**config.mk**
```make
export PLATFORM = sky130hd
export DESIGN_NAME = demux1to2_stream
export DESIGN_NICKNAME = d
export VERILOG_FILES = /design/src/rtl/demux_pkg.sv /design/src/rtl/stream_slice.sv /design/src/rtl/demux1to2_stream.sv
export SDC_FILE = /design/constraint.sdc
export NUM_CORES = 1
export LEC_CHECK = 0
export ABC_AREA = 1
export BUFFER_PORTS_ARGS = -buffer_cell sky130_fd_sc_hd__clkbuf_2
export CORE_UTILIZATION = 55
export CTS_BUF_LIST = sky130_fd_sc_hd__clkbuf_8
export CTS_CLUSTER_SIZE = 25
export DETAILED_ROUTE_END_ITERATION = 12
export PLACE_DENSITY = 0.87
export SYNTH_ARGS = -nofsm -noshare
export SYNTH_HDL_FRONTEND = slang
export SYNTH_SLANG_ARGS = --single-unit
```
**constraint.sdc**
```tcl
create_clock -name clk -period 3.3 [get_ports clk]
set_input_delay 0.165 -clock clk [delete_from_list [all_inputs] [get_ports clk]]
set_output_delay 0.165 -clock clk [all_outputs]
set_load 0.05 [all_outputs]
```
**src/rtl/demux_pkg.sv**
```systemverilog
// Shared types and constants for the packet-aware 1-to-2 stream demultiplexer.
package demux_pkg;

  typedef enum logic [1:0] {
    IDLE   = 2'd0,
    LOCK_A = 2'd1,
    LOCK_B = 2'd2
  } route_state_t;

  localparam logic SEL_A = 1'b0;
  localparam logic SEL_B = 1'b1;

endpackage

```
**src/rtl/stream_slice.sv**
```systemverilog
// One-entry valid/ready register stage carrying data and a last marker;
// a load and a drain in the same cycle keep the slice full for 1 beat/clk.
module stream_slice #(
  parameter int DW = 8
) (
  input  logic          clk,
  input  logic          rst_n,
  input  logic          load_i,
  input  logic [DW-1:0] data_i,
  input  logic          last_i,
  input  logic          ready_i,
  output logic          ready_int_o,
  output logic          valid_o,
  output logic [DW-1:0] data_o,
  output logic          last_o
);

  logic          valid_q, valid_d;
  logic [DW-1:0] data_q, data_d;
  logic          last_q, last_d;

  assign ready_int_o = !valid_q || ready_i;
  assign valid_o     = valid_q;
  assign data_o      = data_q;
  assign last_o      = last_q;

  // Load wins over drain; payload holds while the slice is empty.
  always_comb begin
    valid_d = valid_q;
    data_d  = data_q;
    last_d  = last_q;
    if (load_i) begin
      valid_d = 1'b1;
      data_d  = data_i;
      last_d  = last_i;
    end else if (valid_q && ready_i) begin
      valid_d = 1'b0;
    end else begin
      valid_d = valid_q;
    end
  end

  // Slice storage register.
  always_ff @(posedge clk or negedge rst_n) begin
    if (!rst_n) begin
      valid_q <= 1'b0;
      data_q  <= '0;
      last_q  <= 1'b0;
    end else begin
      valid_q <= valid_d;
      data_q  <= data_d;
      last_q  <= last_d;
    end
  end

endmodule

```
**src/rtl/demux1to2_stream.sv**
```systemverilog
// Packet-aware 1-to-2 stream demux: the select bit on a packet's first beat
// locks the whole packet onto output A or B, each behind a registered slice.
module demux1to2_stream
  import demux_pkg::*;
#(
  parameter int DW = 8
) (
  input  logic          clk,
  input  logic          rst_n,
  input  logic          in_valid,
  output logic          in_ready,
  input  logic [DW-1:0] in_data,
  input  logic          in_last,
  input  logic          in_sel,
  output logic          a_valid,
  input  logic          a_ready,
  output logic [DW-1:0] a_data,
  output logic          a_last,
  output logic          b_valid,
  input  logic          b_ready,
  output logic [DW-1:0] b_data,
  output logic          b_last,
  output logic          busy
);

  route_state_t state_q, state_d;
  logic         dest_s;
  logic         accept_s;
  logic         a_rdy_int_s, b_rdy_int_s;
  logic         load_a_s, load_b_s;

  assign in_ready = (dest_s == SEL_B) ? b_rdy_int_s : a_rdy_int_s;
  assign accept_s = in_valid && in_ready;
  assign load_a_s = accept_s && (dest_s == SEL_A);
  assign load_b_s = accept_s && (dest_s == SEL_B);

  // Route state register.
  always_ff @(posedge clk or negedge rst_n) begin
    if (!rst_n) begin
      state_q <= IDLE;
    end else begin
      state_q <= state_d;
    end
  end

  // Lock onto a destination for multi-beat packets, release on the last beat.
  always_comb begin
    state_d = state_q;
    case (state_q)
      IDLE: begin
        if (accept_s && !in_last) begin
          state_d = (in_sel == SEL_B) ? LOCK_B : LOCK_A;
        end else begin
          state_d = IDLE;
        end
      end
      LOCK_A, LOCK_B: begin
        if (accept_s && in_last) begin
          state_d = IDLE;
        end else begin
          state_d = state_q;
        end
      end
      default: state_d = IDLE;
    endcase
  end

  // Destination and busy decode; in_sel only matters between packets.
  always_comb begin
    dest_s = in_sel;
    busy   = 1'b0;
    case (state_q)
      IDLE:    dest_s = in_sel;
      LOCK_A:  dest_s = SEL_A;
      LOCK_B:  dest_s = SEL_B;
      default: dest_s = in_sel;
    endcase
    if (state_q != IDLE) begin
      busy = 1'b1;
    end else begin
      busy = 1'b0;
    end
  end

  stream_slice #(.DW(DW)) u_slice_a (
    .clk        (clk),
    .rst_n      (rst_n),
    .load_i     (load_a_s),
    .data_i     (in_data),
    .last_i     (in_last),
    .ready_i    (a_ready),
    .ready_int_o(a_rdy_int_s),
    .valid_o    (a_valid),
    .data_o     (a_data),
    .last_o     (a_last)
  );

  stream_slice #(.DW(DW)) u_slice_b (
    .clk        (clk),
    .rst_n      (rst_n),
    .load_i     (load_b_s),
    .data_i     (in_data),
    .last_i     (in_last),
    .ready_i    (b_ready),
    .ready_int_o(b_rdy_int_s),
    .valid_o    (b_valid),
    .data_o     (b_data),
    .last_o     (b_last)
  );

endmodule

```
==> impl_metrics.ini <==
[drt]
wl_met1_um = 848
viasPerCell = 4.857
via_count = 816
wl_met3_um = 83
drt-pass1-iter-count = 4
drt_iter0_drc = 13
wl_per_cell_um = 11.77
wl_met2_um = 1029
drtAntennaViolNets = 0
wl_um = 1978
drc = 0
highest_layer = met4

[yosys]
seq_area_frac_synth = 0.5128
synth-seq-cells = 22
synthesis.nets = 122
netlist_area_um2 = 1074
netlist_instances = 105
avgSynthCellArea_um2 = 10.22
yosys_warnings = 0
synth_cell_types = 13

[clocking]
cts_inserted_buffers = 3
cts_root_buf = clkbuf_8
cts_buffer_depth = 2
htreeDepth = 1
clkSlewWorstSetupHoldPaths_ns = 0.08
clk_latency_ns = 0.26
cts_setup_buffers = 0
holdBufCountCts = 1
cts_tree = done
cts_resized = 0
clock-sinks = 22

[timing]
setup-tns-final_ns = 0
clock.fmax_mhz = 517.7
relSlewSlack = 0.6481
fin_crit_sh = 0.5853
worstMarginPinSlew_ns = 0.5279
skew_ns = 0.005828
slew_viol_final = 0
hold_slack_ns = 0.1643
hold_viol_final = 0
rsz0062_at_grt = false
period_needed_ns = 1.932
report.final.setup_viol = 0

[run]
cap_violations = 0

[hold_path]
hold_depth = 3
hold_end = u_slice_b.data_o[3]
worstHoldStart = in_data[3]
hp-class = primary input to flip-flop

[place]
dp.cells = 163
port_buffers = 36
gp_congestion = 0.6826
hpwl_um = 1517

[worst_setup_path]
crit_path_end_kind = primary output
cp_max_fo = 5
cp.arrival_ns = 1.77
reg2regPathDepth = 8
rrSetupSlack_ns = 1.67
worstPathCellList = inv_1 > ha_1 > inv_1 > nand2_2 > nand2_4 > nand2_1 > nand2_1 > clkbuf_2
critical-path-max-stage-delay_ns = 0.36
r2r_start = state_q[0]
cpLargestDelayFamily = buffers and inverters
path_buf_inv = 3
reg2reg_to = u_slice_a.data_o[2]
cp.required_ns = 3.13
cp_slowest_cell = dfrtp_1
crit_path_start_kind = flip-flop
worstSetupPathType = flip-flop to primary output

[die]
fp.dieW_um = 46.18
dieArea_um2 = 2133
start_util = 0.6021
die_y_um = 46.18
pin_count = 37
placeableCoreArea_um2 = 1783
fp-row-count = 15

[status]
outcome = complete, no violations

[layout]
area.growth.synth_to_final_pct = 21.79
final_common_cell = clkbuf_2
final_cell_mix = 36 x clkbuf_2, 25 x nand2_1, 22 x dfrtp_1
nNetsFinal = 161
diodes = 0
layout-drive-gt1-share = 0.4755
fill_cells = 138
final_cell_count_no_fill = 168

[global_route]
overflow = 0
grt_max_degree = 23
antenna_found_initial = 0
globalRouteTotalUtil = 0.2106
grt_pass1_wl_um = 3056
grt_pass1_vias = 729

[power_and_ir_drop]
power_density_nw_per_um2 = 812.7
leakagePower_nw = 0.7286
ir_drop_mv = 0.4017
-- per-layer routing --
metal | up-vias | track usage
met5 | - | 0
met1 | 376 | 0.2475
met4 | 0 | 0.1235
met2 | 30 | 0.3521
li1 | 408 | -
met3 | 2 | 0.04314
-- sequential cells by signal (all words and copies together) (netlist names) --
register           flops
u_slice_b.valid_o      1
state_q                2
u_slice_a.valid_o      1
u_slice_a.last_o       1
u_slice_a.data_o       8
u_slice_b.data_o       8
u_slice_b.last_o       1
-- power by group --
group / total [mW] / internal [mW] / switching, mW
Clock: 0.187 / 0.106 / 0.0805
Combinational: 0.496 / 0.112 / 0.384
Sequential: 0.380 / 0.338 / 0.0421
-- tightest hold or removal path, stage by stage --
cell and delay, ns:
clkbuf_2 0.08, inv_1 0.08, o21ai_2 0.06
-- worst max path at each step --
| stage | start | to | slack (ns) | depth (start not counted) |
|---|---|---|---|---|
| 3_5_place_dp | state_q[0] | in_ready | 1.67 | 8 |
| 3_3_place_gp | state_q[0] | in_ready | 1.76 | 8 |
| 6_report | state_q[0] | in_ready | 1.37 | 8 |
| 4_1_cts | state_q[0] | in_ready | 1.38 | 8 |
| 2_1_floorplan | state_q[0] | state_q[0] | 1.65 | 9 |
| 5_1_grt | state_q[0] | in_ready | 1.25 | 8 |
-- synth_stat cells --
master   instances  area share
buf_12           1       0.019
nand2_4          3       0.031
ha_1             2       0.023
nor2_1           2      0.0070
nand3_4          2       0.033
inv_1           17       0.059
nand2_1         25       0.087
nand4_1          6       0.035
buf_4            1      0.0070
buf_8            1       0.014
nand2_2          7       0.041
dfrtp_1         22        0.51
o21ai_2         16        0.13
-- stage by stage --
stage                     area [um^2]  worst slack, ns    util  power [mW]
final                            1308            1.368  0.7333       1.063
after global routing             1308            1.255  0.7333       1.116
after CTS                        1308            1.378  0.7333       1.074
after detailed placement         1242            1.670  0.6968      0.8843
after global placement           1242            1.757  0.6968      0.8677
after floorplan                  1074            1.646       -      0.7777
-- area by class of cell --
class                           count  area [um^2]  area share
Sequential cell                    22        550.5      0.4211
Multi-Input combinational cell     63        416.7      0.3187
Clock buffer                        4        55.05     0.04211
Inverter                           17        63.81     0.04880
Timing Repair Buffer               37        190.2      0.1455
Tap cell                           25        31.28     0.02392
-- logic make-up after synthesis --
kind of cell             Yosys count  share of synthesized area
adder cells (fa/ha/maj)            2                    0.02331
flip-flops                        22                     0.5128
buffers and inverters             20                    0.09907
AO/OA/AOI/OAI                     16                     0.1305
AND/OR/NAND/NOR                   45                     0.2343
Power figures use the tool's default switching activity.
